`src/rtl/ev_ts_pkg.sv`:
```
// Shared types for the event-timestamp record path: the record struct, frame constants
// and the serializer FSM encoding.
package ev_ts_pkg;

    // Records are carried at maximum legal widths; narrower instances zero-extend.
    localparam int REC_ID_W = 8;
    localparam int REC_TS_W = 32;

    localparam logic [7:0] SOF_BYTE = 8'hA5;

    typedef struct packed {
        logic [REC_ID_W-1:0] id;
        logic [REC_TS_W-1:0] start_ts;
        logic [REC_TS_W-1:0] end_ts;
        logic [REC_TS_W-1:0] delta;
    } ts_rec_t;

    typedef enum logic {
        IDLE = 1'b0,
        SEND = 1'b1
    } ser_state_e;

    function automatic int ts_bytes(input int ts_w);
        return (ts_w + 7) / 8;
    endfunction

endpackage

```
`src/rtl/ts_rec_fifo.sv`:
```
// Synchronous record FIFO. ready and level are registered, so a push can never race a
// pop into a full FIFO and a record is never visible to the reader in its push cycle.
module ts_rec_fifo
    import ev_ts_pkg::*;
#(
    parameter int DEPTH = 4,
    localparam int LVL_W = $clog2(DEPTH) + 1
) (
    input  logic             clk,
    input  logic             rst_n,
    input  logic             push,
    input  ts_rec_t          push_rec,
    output logic             ready,
    input  logic             pop,
    output ts_rec_t          pop_rec,
    output logic             empty,
    output logic [LVL_W-1:0] level
);

    localparam int PTR_W = $clog2(DEPTH);

    ts_rec_t          mem [DEPTH];
    logic [PTR_W-1:0] wr_ptr;
    logic [PTR_W-1:0] rd_ptr;
    logic [LVL_W-1:0] level_q;
    logic [LVL_W-1:0] level_d;
    logic             ready_q;
    logic             do_push;
    logic             do_pop;

    assign do_push = push && ready_q;
    assign do_pop  = pop && (level_q != '0);

    always_comb begin
        level_d = level_q;
        case ({do_push, do_pop})
            2'b10:   level_d = level_q + LVL_W'(1);
            2'b01:   level_d = level_q - LVL_W'(1);
            default: level_d = level_q;
        endcase
    end

    always_ff @(posedge clk or negedge rst_n) begin
        if (!rst_n) begin
            wr_ptr  <= '0;
            rd_ptr  <= '0;
            level_q <= '0;
            ready_q <= 1'b0;
        end else begin
            if (do_push) wr_ptr <= wr_ptr + PTR_W'(1);
            if (do_pop)  rd_ptr <= rd_ptr + PTR_W'(1);
            level_q <= level_d;
            ready_q <= (level_d != LVL_W'(DEPTH));
        end
    end

    always_ff @(posedge clk) begin
        if (do_push) mem[wr_ptr] <= push_rec;
    end

    assign pop_rec = mem[rd_ptr];
    assign empty   = (level_q == '0);
    assign level   = level_q;
    assign ready   = ready_q;

endmodule

```
`src/rtl/ev_ts_record_serializer.sv`:
```
// Buffers timestamp records and emits each as a framed, big-endian byte stream:
// SOF, seq, id, start_ts, end_ts, delta, with m_last on the final delta byte.
module ev_ts_record_serializer
    import ev_ts_pkg::*;
#(
    parameter int ID_W       = 3,
    parameter int TS_W       = 8,
    parameter int FIFO_DEPTH = 4,
    localparam int LVL_W     = $clog2(FIFO_DEPTH) + 1
) (
    input  logic             clk,
    input  logic             rst_n,
    input  logic             in_valid,
    output logic             in_ready,
    input  logic [ID_W-1:0]  in_id,
    input  logic [TS_W-1:0]  in_start_ts,
    input  logic [TS_W-1:0]  in_end_ts,
    input  logic [TS_W-1:0]  in_delta,
    output logic             m_valid,
    input  logic             m_ready,
    output logic [7:0]       m_data,
    output logic             m_last,
    output logic [LVL_W-1:0] fifo_level
);

    localparam int TSB       = ts_bytes(TS_W);
    localparam int REC_BYTES = 3 + 3 * TSB;
    localparam int IDX_W     = $clog2(REC_BYTES);

    ts_rec_t          rec_in;
    ts_rec_t          rec_out;
    ts_rec_t          frame_q;
    logic             fifo_empty;
    logic             load;
    ser_state_e       state_q;
    ser_state_e       state_d;
    logic [IDX_W-1:0] idx_q;
    logic [7:0]       seq_q;
    logic [7:0]       frame_seq_q;
    logic             last_idx;
    logic             byte_acc;
    logic [7:0]       byte_c;
    logic [REC_TS_W-1:0] fld [3];

    always_comb begin
        rec_in                      = '0;
        rec_in.id[ID_W-1:0]         = in_id;
        rec_in.start_ts[TS_W-1:0]   = in_start_ts;
        rec_in.end_ts[TS_W-1:0]     = in_end_ts;
        rec_in.delta[TS_W-1:0]      = in_delta;
    end

    ts_rec_fifo #(.DEPTH(FIFO_DEPTH)) u_fifo (
        .clk      (clk),
        .rst_n    (rst_n),
        .push     (in_valid),
        .push_rec (rec_in),
        .ready    (in_ready),
        .pop      (load),
        .pop_rec  (rec_out),
        .empty    (fifo_empty),
        .level    (fifo_level)
    );

    assign last_idx = (idx_q == IDX_W'(REC_BYTES - 1));
    assign byte_acc = (state_q == SEND) && m_ready;

    // Loading on the last accepted byte keeps consecutive frames gap-free.
    always_comb begin
        state_d = state_q;
        load    = 1'b0;
        case (state_q)
            IDLE: begin
                if (!fifo_empty) begin
                    load    = 1'b1;
                    state_d = SEND;
                end
            end
            SEND: begin
                if (byte_acc && last_idx) begin
                    if (!fifo_empty) load = 1'b1;
                    else             state_d = IDLE;
                end
            end
            default: state_d = IDLE;
        endcase
    end

    always_ff @(posedge clk or negedge rst_n) begin
        if (!rst_n) begin
            state_q     <= IDLE;
            idx_q       <= '0;
            seq_q       <= 8'd0;
            frame_seq_q <= 8'd0;
            frame_q     <= '0;
        end else begin
            state_q <= state_d;
            if (load) begin
                frame_q     <= rec_out;
                frame_seq_q <= seq_q;
                seq_q       <= seq_q + 8'd1;
                idx_q       <= '0;
            end else if (byte_acc) begin
                idx_q <= idx_q + IDX_W'(1);
            end
        end
    end

    function automatic logic [7:0] field_byte(input logic [REC_TS_W-1:0] v, input int k);
        return v[8*k +: 8];
    endfunction

    always_comb begin
        byte_c = 8'h00;
        fld[0] = frame_q.start_ts;
        fld[1] = frame_q.end_ts;
        fld[2] = frame_q.delta;
        case (int'(idx_q))
            0:       byte_c = SOF_BYTE;
            1:       byte_c = frame_seq_q;
            2:       byte_c = frame_q.id;
            default: begin
                for (int f = 0; f < 3; f++) begin
                    for (int j = 0; j < TSB; j++) begin
                        if (int'(idx_q) == 3 + f * TSB + j) byte_c = field_byte(fld[f], TSB - 1 - j);
                    end
                end
            end
        endcase
    end

    assign m_valid = (state_q == SEND);
    assign m_data  = m_valid ? byte_c : 8'h00;
    assign m_last  = m_valid && last_idx;

endmodule

```
`config.mk`:
```
export PLATFORM = sky130hd
export DESIGN_NAME = ev_ts_record_serializer
export DESIGN_NICKNAME = d
export VERILOG_FILES = /design/src/rtl/ev_ts_pkg.sv /design/src/rtl/ts_rec_fifo.sv /design/src/rtl/ev_ts_record_serializer.sv
export SDC_FILE = /design/constraint.sdc
export NUM_CORES = 1
export LEC_CHECK = 0
export BUFFER_PORTS_ARGS = -buffer_cell sky130_fd_sc_hd__buf_2
export CAP_MARGIN = 20
export CORE_MARGIN = 2
export CORE_UTILIZATION = 35
export CTS_BUF_LIST = sky130_fd_sc_hd__clkbuf_16
export DETAILED_ROUTE_END_ITERATION = 7
export GPL_ROUTABILITY_DRIVEN = 1
export GPL_TIMING_DRIVEN = 0
export HOLD_SLACK_MARGIN = 0.15
export PLACE_DENSITY = 0.5
export REMOVE_ABC_BUFFERS = 1
export SYNTH_ARGS = -nofsm -noshare
export SYNTH_HDL_FRONTEND = slang
export SYNTH_SLANG_ARGS = --single-unit
```
`constraint.sdc`:
```
create_clock -name clk -period 7.65 [get_ports clk]
set_input_delay 1.1475 -clock clk [delete_from_list [all_inputs] [get_ports clk]]
set_output_delay 1.1475 -clock clk [all_outputs]
set_load 0.01 [all_outputs]
```
==> results of run 1 <==
area by class of cell:
| class | count | area (µm²) |
|---|---|---|
| fill | 1691 | 10900 |
| multi-input combinational | 195 | 1900 |
| tap | 234 | 293 |
| timing repair buffer | 49 | 343 |
| sequential | 163 | 4620 |
| clock inverter | 15 | 203 |
| inverter | 13 | 48.8 |
| clock buffer | 17 | 425 |
flip-flops by register name, indices dropped and copies added, names as in the netlist, 2 cells and up:
| name | cells |
|---|---|
| u_fifo.level | 3 |
| seq_q | 8 |
| u_fifo.rd_ptr | 2 |
| u_fifo.mem | 108 |
| idx_q | 3 |
| frame_q | 3 |
| u_fifo.wr_ptr | 2 |
| frame_seq_q | 8 |
| fld | 24 |
critical path: cells and delay by family, from the launching register on:
family	cells	cell delay [ps]
simple gates	3	830
flops	1	420
fa+ha+maj	1	730
buf+inv	2	260
compound gates	1	220
routing by layer:
layer / vias up / track usage, % / share of wire (%)
li1: 1590 / - / -
met1: 1757 / 18.6 / 47
met2: 66 / 21.7 / 48
met3: 10 / 4.21 / 4.4
met4: 0 / 3.37 / 0.91
met5: - / 0 / 0
power by group:
| group | internal, mW | leakage, nW | switching (mW) |
|---|---|---|---|
| sequential | 1.19 | 1.66 | 0.154 |
| combinational | 0.481 | 0.984 | 0.493 |
| clock | 0.573 | 0.325 | 0.328 |
| total | 2.24 | 2.97 | 0.975 |
stage by stage:
stage | setup WS [ps] | area, µm²
final | 3620 | 7830
after global routing | 3440 | 7830
after CTS | 3630 | 7830
after detailed placement | 4120 | 7210
after global placement | 2810 | 7070
after floorplan | 3700 | 6560
logic make-up after synthesis:
| logic type | count (synthesis) |
|---|---|
| AND/OR/NAND/NOR | 72 |
| AO/OA/AOI/OAI | 37 |
| adder cells (fa/ha/maj) | 12 |
| flip-flops | 163 |
| multiplexers | 61 |
| XOR/XNOR | 13 |
| buffers and inverters | 31 |
synth_stat cells (all sizes together):
cell type  number  area, µm²
a211oi          2       15.0
a21oi          10       53.8
a221o           3       30.0
a22o            3       26.3
a22oi           3       22.5
a2bb2oi         1       8.76
a311oi          1       8.76
and2            3       18.8
and3            9       56.3
and3b           1       8.76
buf            15        108
clkbuf          3       11.3
dfrtp          55       1380
edfxtp        108       3240
fa              1       20.0
ha             11        138
inv            13       48.8
mux2           33        375
mux2i           1       10.0
mux4           27        623
nand2          28        105
nand3          10       55.1
nand4           2       12.5
nor2           13       48.8
nor2b           2       12.5
nor3            4       25.0
o21a            1       7.51
o21ai           7       35.0
o221a           1       11.3
o22ai           1       6.26
o311a           4       40.0
xnor2           9       78.8
xor2            4       35.0
worst paths after layout:
| kind | end | slack [ps] | cells past startpoint | from |
|---|---|---|---|---|
| setup / recovery | m_data[1] | 3620 | 7 | idx_q[1] |
| hold / removal | seq_q[7] | 470 | 1 | seq_q[7] |
| setup reg to reg | u_fifo.ready | 4230 | 12 | idx_q[1] |
| hold reg to reg | seq_q[7] | 470 | 1 | seq_q[7] |
| max in group asynchronous | u_fifo.rd_ptr[0] | 6370 | 2 | rst_n |
| min in group asynchronous | idx_q[1] | 700 | 1 | rst_n |
==> results.json, run 1 <==
{
  "io_buffers": 44,
  "die_height_um": 142,
  "grt_pass1_vias": 3511,
  "area_growth_pct": 17.4,
  "relSlewSlack_pct": 38.9,
  "worstMarginPinSlew_ps": 916,
  "final_cell_mix": "edfxtp_1, dfrtp_1, buf_2, mux2_2, nand2_1",
  "antenna_found_initial": 0,
  "grt_usage_pct": 13.7,
  "ios": 45,
  "rsz0062_at_grt": "no",
  "cts_resized": 0,
  "cts_buffers": 17,
  "clock.fmax_mhz": 248,
  "p_leak_nw": 2.97,
  "placed_cells": 654,
  "ys_types": 42,
  "drt_iter0_drc": 222,
  "synth_compound_area_share_pct": 3.97,
  "start_kind": "flip-flop",
  "ir_drop_mv": 0.174,
  "synthSimpleGateAreaFrac_pct": 5.14,
  "timing.hold.ws_ps": 473,
  "ys_ff_latch": 163,
  "clkTransAtPathRegs_ps": 60,
  "powerDensity_nw_per_um2": 411,
  "finClkSkew_ps": 8.18,
  "avgSynthCellArea_um2": 17.2,
  "yosysSeqAreaShare_pct": 69.2,
  "grt_max_degree": 36,
  "drv_slew": 0,
  "dp_hpwl_mm": 8.14,
  "cts_tree": "yes",
  "grt_pass1_wl_mm": 20.4,
  "drc": 0,
  "synthMuxAreaShare_pct": 15.1,
  "fin_tns_setup_ps": 0,
  "dieArea_um2": 20200,
  "crit_chain": "inv_1 -> ha_1 -> nor3_1 -> nor2_1 -> nor3_1 -> o21a_1 -> buf_2",
  "start_util_pct": 35.7,
  "min_period_ps": 4030,
  "drv_cap": 0,
  "crit_path_end_kind": "output pin",
  "synth_warnings": 0,
  "hold_violations": 0,
  "cts_root_buf": "clkbuf_16",
  "chipWidth_um": 142,
  "utilization_pct": 41.9,
  "clkSinkCount": 163,
  "vias": 3423,
  "cts_hold_buffers": 0,
  "critical_path_required_ps": 6500,
  "globalplace.congestion": 0.752,
  "synth_adder_area_share_pct": 2.36,
  "firstDrtPassIters": 4,
  "setup_viol": 0,
  "rows": 50,
  "htreeDepth": 4,
  "clock_path_buffers": 2,
  "final_nets": 482,
  "netlist_area_um2": 6680,
  "synth-xor-area-share_pct": 1.71,
  "layout-drive-gt1-share_pct": 31.0,
  "critPathKind": "reg -> out",
  "min-delay-path-class": "reg -> reg",
  "cp_common_cell": "nor3_1",
  "crit_fanout": 23,
  "status": "finished, final reports clean",
  "core_area_um2": 18700,
  "postRouteAntennaNets": 0,
  "worstSkewPairLatency_ps": 420,
  "fin_crit_sh_pct": 52.7,
  "routed_wl_mm": 12.7,
  "antennaDiodeCount": 0,
  "final_common_cell": "edfxtp_1",
  "max_stage_delay_ps": 730,
  "crit_arrival_ps": 2880,
  "cts_setup_buffers": 0,
  "crit_slowest_cell": "ha_1",
  "synth_cells": 389,
  "viasPerCell": 4.99,
  "fin_cells": 686,
  "total_power_mw": 3.22,
  "wl_per_cell_um": 18.5,
  "synth_top_family_by_area": "multiplexers",
  "grt_overflow_total": 0
}
No activity file was read; power rests on OpenSTA's default activity.
==> run 2: changes to the inputs <==
Clock period 7.65 ns to 3.8 ns, I/O delays scaled along.
==> results.json, run 2 (synthesis gave the netlist of run 1 again) <==
{
  "status": "finished, final reports clean",
  "fin_crit_sh_pct": 90.9,
  "setup_viol": 0,
  "grt_usage_pct": 13.7,
  "htreeDepth": 4,
  "finClkSkew_ps": 7.96,
  "start_kind": "flip-flop",
  "fin_cells": 687,
  "rows": 50,
  "core_area_um2": 18700,
  "layout-drive-gt1-share_pct": 30.9,
  "crit_arrival_ps": 2890,
  "clock.fmax_mhz": 289,
  "drv_cap": 0,
  "min_period_ps": 3460,
  "dieArea_um2": 20200,
  "ir_drop_mv": 0.350,
  "p_leak_nw": 2.97,
  "relSlewSlack_pct": 38.4,
  "place_ws_ps": 413,
  "routed_wl_mm": 12.7,
  "hold_violations": 0,
  "die_height_um": 142,
  "cts_tree": "yes",
  "critical_path_required_ps": 3230,
  "drt_iter0_drc": 220,
  "critPathKind": "reg -> out",
  "vias": 3415,
  "worstMarginPinSlew_ps": 924,
  "final.setup.worst_slack_ps": 344,
  "cts_resized": 0,
  "largest_reg_flops": 108,
  "grt_pass1_vias": 3511,
  "dp_hpwl_mm": 8.14,
  "cts_hold_buffers": 1,
  "postRouteAntennaNets": 0,
  "min-delay-path-class": "in -> reg",
  "clkTransAtPathRegs_ps": 60,
  "powerDensity_nw_per_um2": 826,
  "final_cell_mix": "edfxtp_1, dfrtp_1, buf_2, mux2_2, nand2_1",
  "drv_slew": 0,
  "timing.hold.ws_ps": 364,
  "drc": 0,
  "antenna_found_initial": 0,
  "grt_max_degree": 36,
  "cts_root_buf": "clkbuf_16",
  "viasPerCell": 4.97,
  "antennaDiodeCount": 0,
  "rsz0062_at_grt": "no",
  "wl_per_cell_um": 18.5,
  "dpl_cell_area_um2": 7210,
  "crit_fanout": 23,
  "worstSkewPairLatency_ps": 420,
  "clkSinkCount": 163,
  "start_util_pct": 35.7,
  "cts_setup_buffers": 0,
  "globalplace.congestion": 0.752,
  "firstDrtPassIters": 4,
  "io_buffers": 44,
  "ios": 45,
  "placed_cells": 654,
  "grt_overflow_total": 0,
  "final_area_um2": 7840,
  "area_growth_pct": 17.5,
  "grt_pass1_wl_mm": 20.4,
  "final_nets": 483,
  "final_common_cell": "edfxtp_1",
  "crit_path_end_kind": "output pin",
  "chipWidth_um": 142,
  "regMostFlops": "u_fifo.mem",
  "clock_path_buffers": 2,
  "cts_buffers": 17
}
## run 2: path summary, 6_finish.rpt
kind                                start                end  slack (ps)  cells after the start
min                        in_start_ts[4]  u_fifo.mem[0][20]         360                      1
max                              idx_q[1]          m_data[1]         340                      7
max reg2reg                      idx_q[1]       u_fifo.ready         390                     12
min reg2reg                      seq_q[7]           seq_q[7]         470                      1
min in group asynchronous           rst_n           idx_q[1]         650                      2
max in group asynchronous           rst_n   u_fifo.rd_ptr[0]        2560                      3
## run 2: area by class of cell
type | count | area, µm²
clock buffers | 17 | 425
fillers | 1690 | 10900
repair buffers | 50 | 353
multi-input cells | 195 | 1900
clock inverters | 15 | 203
flip-flops and latches | 163 | 4620
well taps | 234 | 293
inverters | 13 | 48.8
## run 2: stage by stage
step	setup TNS (ps)	util, %	total power, mW
2_1_floorplan	-62.0	-	3.97
3_3_place_gp	-7970	37.8	4.60
3_5_place_dp	0	38.5	4.75
4_1_cts	0	41.9	6.58
5_1_grt	0	41.9	6.86
6_report	0	41.9	6.48
## run 2: power breakdown
group / total (mW) / leakage, nW / internal (mW) / switching (mW)
sequential: 2.70 / 1.66 / 2.39 / 0.311
clock: 1.81 / 0.325 / 1.15 / 0.659
combinational: 1.96 / 0.988 / 0.969 / 0.993
total: 6.48 / 2.97 / 4.51 / 1.96
## run 2: critical path, stage by stage, from the launching register on
cell and delay, ps:
dfrtp_1 420, inv_1 110, ha_1 730, nor3_1 190
nor2_1 520, nor3_1 130, o21a_1 220, buf_2 150
## run 2: routing by layer
metal / part of all wire (%) / GRT usage, % / routed length (µm) / vias to the layer above
li1: - / - / - / 1588
met1: 47 / 18.6 / 5930 / 1753
met2: 48 / 21.7 / 6080 / 64
met3: 4.5 / 4.21 / 569 / 10
met5: 0 / 0 / 0 / -
met4: 0.91 / 3.37 / 116 / 0
==> run 3: changes to the inputs <==
Settings changed: ABC_AREA set to 1.
==> results.json, run 3 <==
{
  "grt_pass1_vias": 4753,
  "placed_cells": 975,
  "viasPerCell": 4.64,
  "yosysSeqAreaShare_pct": 66.4,
  "avgSynthCellArea_um2": 10.1,
  "worstMarginPinSlew_ps": 839,
  "drc": 0,
  "core_area_um2": 19500,
  "cts_buffers": 17,
  "start_kind": "flip-flop",
  "ys_types": 25,
  "synth-edff-count": 108,
  "antennaDiodeCount": 0,
  "drv_slew": 0,
  "grt_usage_pct": 14.6,
  "crit_fanout": 51,
  "critical_path_required_ps": 4110,
  "final_cell_mix": "nand2_1, nor2_1, edfxtp_1, o21ai_0, dfrtp_1",
  "clkTransAtPathRegs_ps": 70,
  "postRouteAntennaNets": 0,
  "grt_max_degree": 57,
  "final_nets": 772,
  "max_stage_delay_ps": 400,
  "hold_violations": 0,
  "critical_path.top_delay_family": "simple AND/OR/NAND/NOR gates",
  "area_growth_pct": 15.9,
  "fin_cells": 1007,
  "path_buf_inv": 3,
  "utilization_pct": 41.4,
  "synth_top_area_cell": "edfxtp_1",
  "crit_arrival_ps": 3620,
  "dp_hpwl_mm": 9.19,
  "dieArea_um2": 21000,
  "cts_hold_buffers": 0,
  "crit_chain": "inv_1 -> ha_1 -> nand2_2 -> o21ai_2 -> nand2_4 -> inv_8 -> ha_1 -> inv_1 -> fa_1 -> or2_2 -> nand2_1 -> xor2_1 -> nand2_1",
  "p_comb_share_pct": 33.6,
  "chipWidth_um": 145,
  "crit_path_end_kind": "flip-flop",
  "rsz0062_at_grt": "no",
  "finClkSkew_ps": 9.74,
  "yosysTopAreaCellShare_pct": 46.6,
  "firstDrtPassIters": 6,
  "yosysMostFrequentCell": "nand2_1",
  "htreeDepth": 4,
  "io_buffers": 44,
  "cts_resized": 1,
  "crit_slowest_cell": "dfrtp_1",
  "timing.hold.ws_ps": 152,
  "synth.area.top_cells": "edfxtp_1, dfrtp_1, nand2_1, nor2_1, o21ai_0",
  "critPathKind": "reg -> reg",
  "p_int_mw": 3.87,
  "ios": 45,
  "antenna_found_initial": 0,
  "cts_root_buf": "clkbuf_16",
  "powerDensity_nw_per_um2": 767,
  "routed_wl_mm": 14.5,
  "fin_crit_sh_pct": 87.1,
  "relSlewSlack_pct": 44.0,
  "status": "finished, final reports clean",
  "synth_warnings": 0,
  "final_common_cell": "nand2_1",
  "total_power_mw": 6.18,
  "synth.top_cells.by_count": "nand2_1, nor2_1, edfxtp_1",
  "drv_cap": 0,
  "regMostFlops": "u_fifo.mem",
  "drt_iter0_drc": 241,
  "clock.fmax_mhz": 302,
  "p_leak_nw": 3.36,
  "largest_reg_flops": 108,
  "fin_tns_setup_ps": 0,
  "globalplace.congestion": 0.734,
  "wl_per_cell_um": 14.4,
  "switching_power_mw": 2.31,
  "min_period_ps": 3310,
  "swShare_pct": 37.4,
  "ys_ff_latch": 163,
  "power.share.clock_pct": 24.9,
  "start_util_pct": 35.7,
  "rows": 51,
  "ir_drop_mv": 0.277,
  "cts_setup_buffers": 0,
  "vias": 4668,
  "cts_tree": "yes",
  "grt_overflow_total": 0,
  "synth_flop_cell": "edfxtp_1",
  "min-delay-path-class": "in -> async",
  "synth_async_sr_flop_share_pct": 33.7,
  "pwr-share-seq_pct": 41.5,
  "clock_path_buffers": 2,
  "clkSinkCount": 163,
  "layout-drive-gt1-share_pct": 12.4,
  "die_height_um": 145,
  "grt_pass1_wl_mm": 24.0,
  "netlist_area_um2": 6960,
  "setup_viol": 0,
  "worstSkewPairLatency_ps": 420,
  "synth_cells": 689
}
[run 3: cell count changes after synthesis, sizes merged, moves of 7 or more]
cell | before | now
nand2 | 28 | 178
inv | 13 | 46
and3 | 9 | 0
clkbuf | 3 | 14
xnor2 | 9 | 2
mux4 | 27 | 0
nand3 | 10 | 18
nor2 | 13 | 127
o21ai | 7 | 101
mux2 | 33 | 0
[run 3: through the flow]
step                cell area, µm²  setup WS, ps
floorplan                     6800           681
global placement              7360          -331
detailed placement            7510          -113
CTS                           8050           121
global route                  8060           164
finish                        8060           491
[run 3: cells by family after synthesis]
group,Yosys count,share of synthesized area [%]
compound gates,105,7.61
simple gates,328,18.3
buf+inv,76,4.73
xor+xnor,5,0.630
flops,163,66.4
fa+ha+maj,12,2.27
[run 3: per-layer routing]
layer / vias to the layer above / global-route usage, % / share of wire [%]
met5: - / 0 / 0
met4: 0 / 5.84 / 1.8
met3: 22 / 3.08 / 3.7
met2: 73 / 25.5 / 49
met1: 2227 / 17.7 / 45
li1: 2346 / - / -
[run 3: worst reg2reg max path: stages (launching register included)]
cell     delay [ps]
dfrtp_1         400
inv_1           100
ha_1            240
nand2_2         240
o21ai_2         260
nand2_4         310
inv_8           360
ha_1            220
inv_1            70
fa_1            380
or2_2           300
nand2_1          80
xor2_1          180
nand2_1          70
[run 3: cell type report]
class	instances	area (µm²)
Fill cell	1856	11400
Timing Repair Buffer	50	348
Tap cell	265	332
Sequential cell	163	4620
Inverter	47	184
Multi-Input combinational cell	450	2040
Clock buffer	17	425
Clock inverter	15	109
[run 3: power groups by stage]
| stage | Clock, mW | Sequential, mW | Combinational (mW) |
|---|---|---|---|
| after floorplan | 0 | 2.60 | 1.27 |
| after global placement | 0 | 2.70 | 1.88 |
| after detailed placement | 0 | 2.61 | 2.10 |
| after CTS | 1.57 | 2.57 | 2.12 |
| after global routing | 1.65 | 2.62 | 2.39 |
| final | 1.54 | 2.57 | 2.08 |
[run 3: path summary, 6_finish.rpt]
check,end,slack (ps),from,cells after the start
setup / recovery,u_fifo.ready,490,idx_q[1],13
hold reg to reg,fld[32],480,fld[32],2
hold / removal,u_fifo.ready,150,rst_n,1
min in group clk,u_fifo.mem[1][18],360,in_start_ts[2],1
setup reg to reg,u_fifo.ready,490,idx_q[1],13
max in group asynchronous,fld[64],3070,rst_n,2
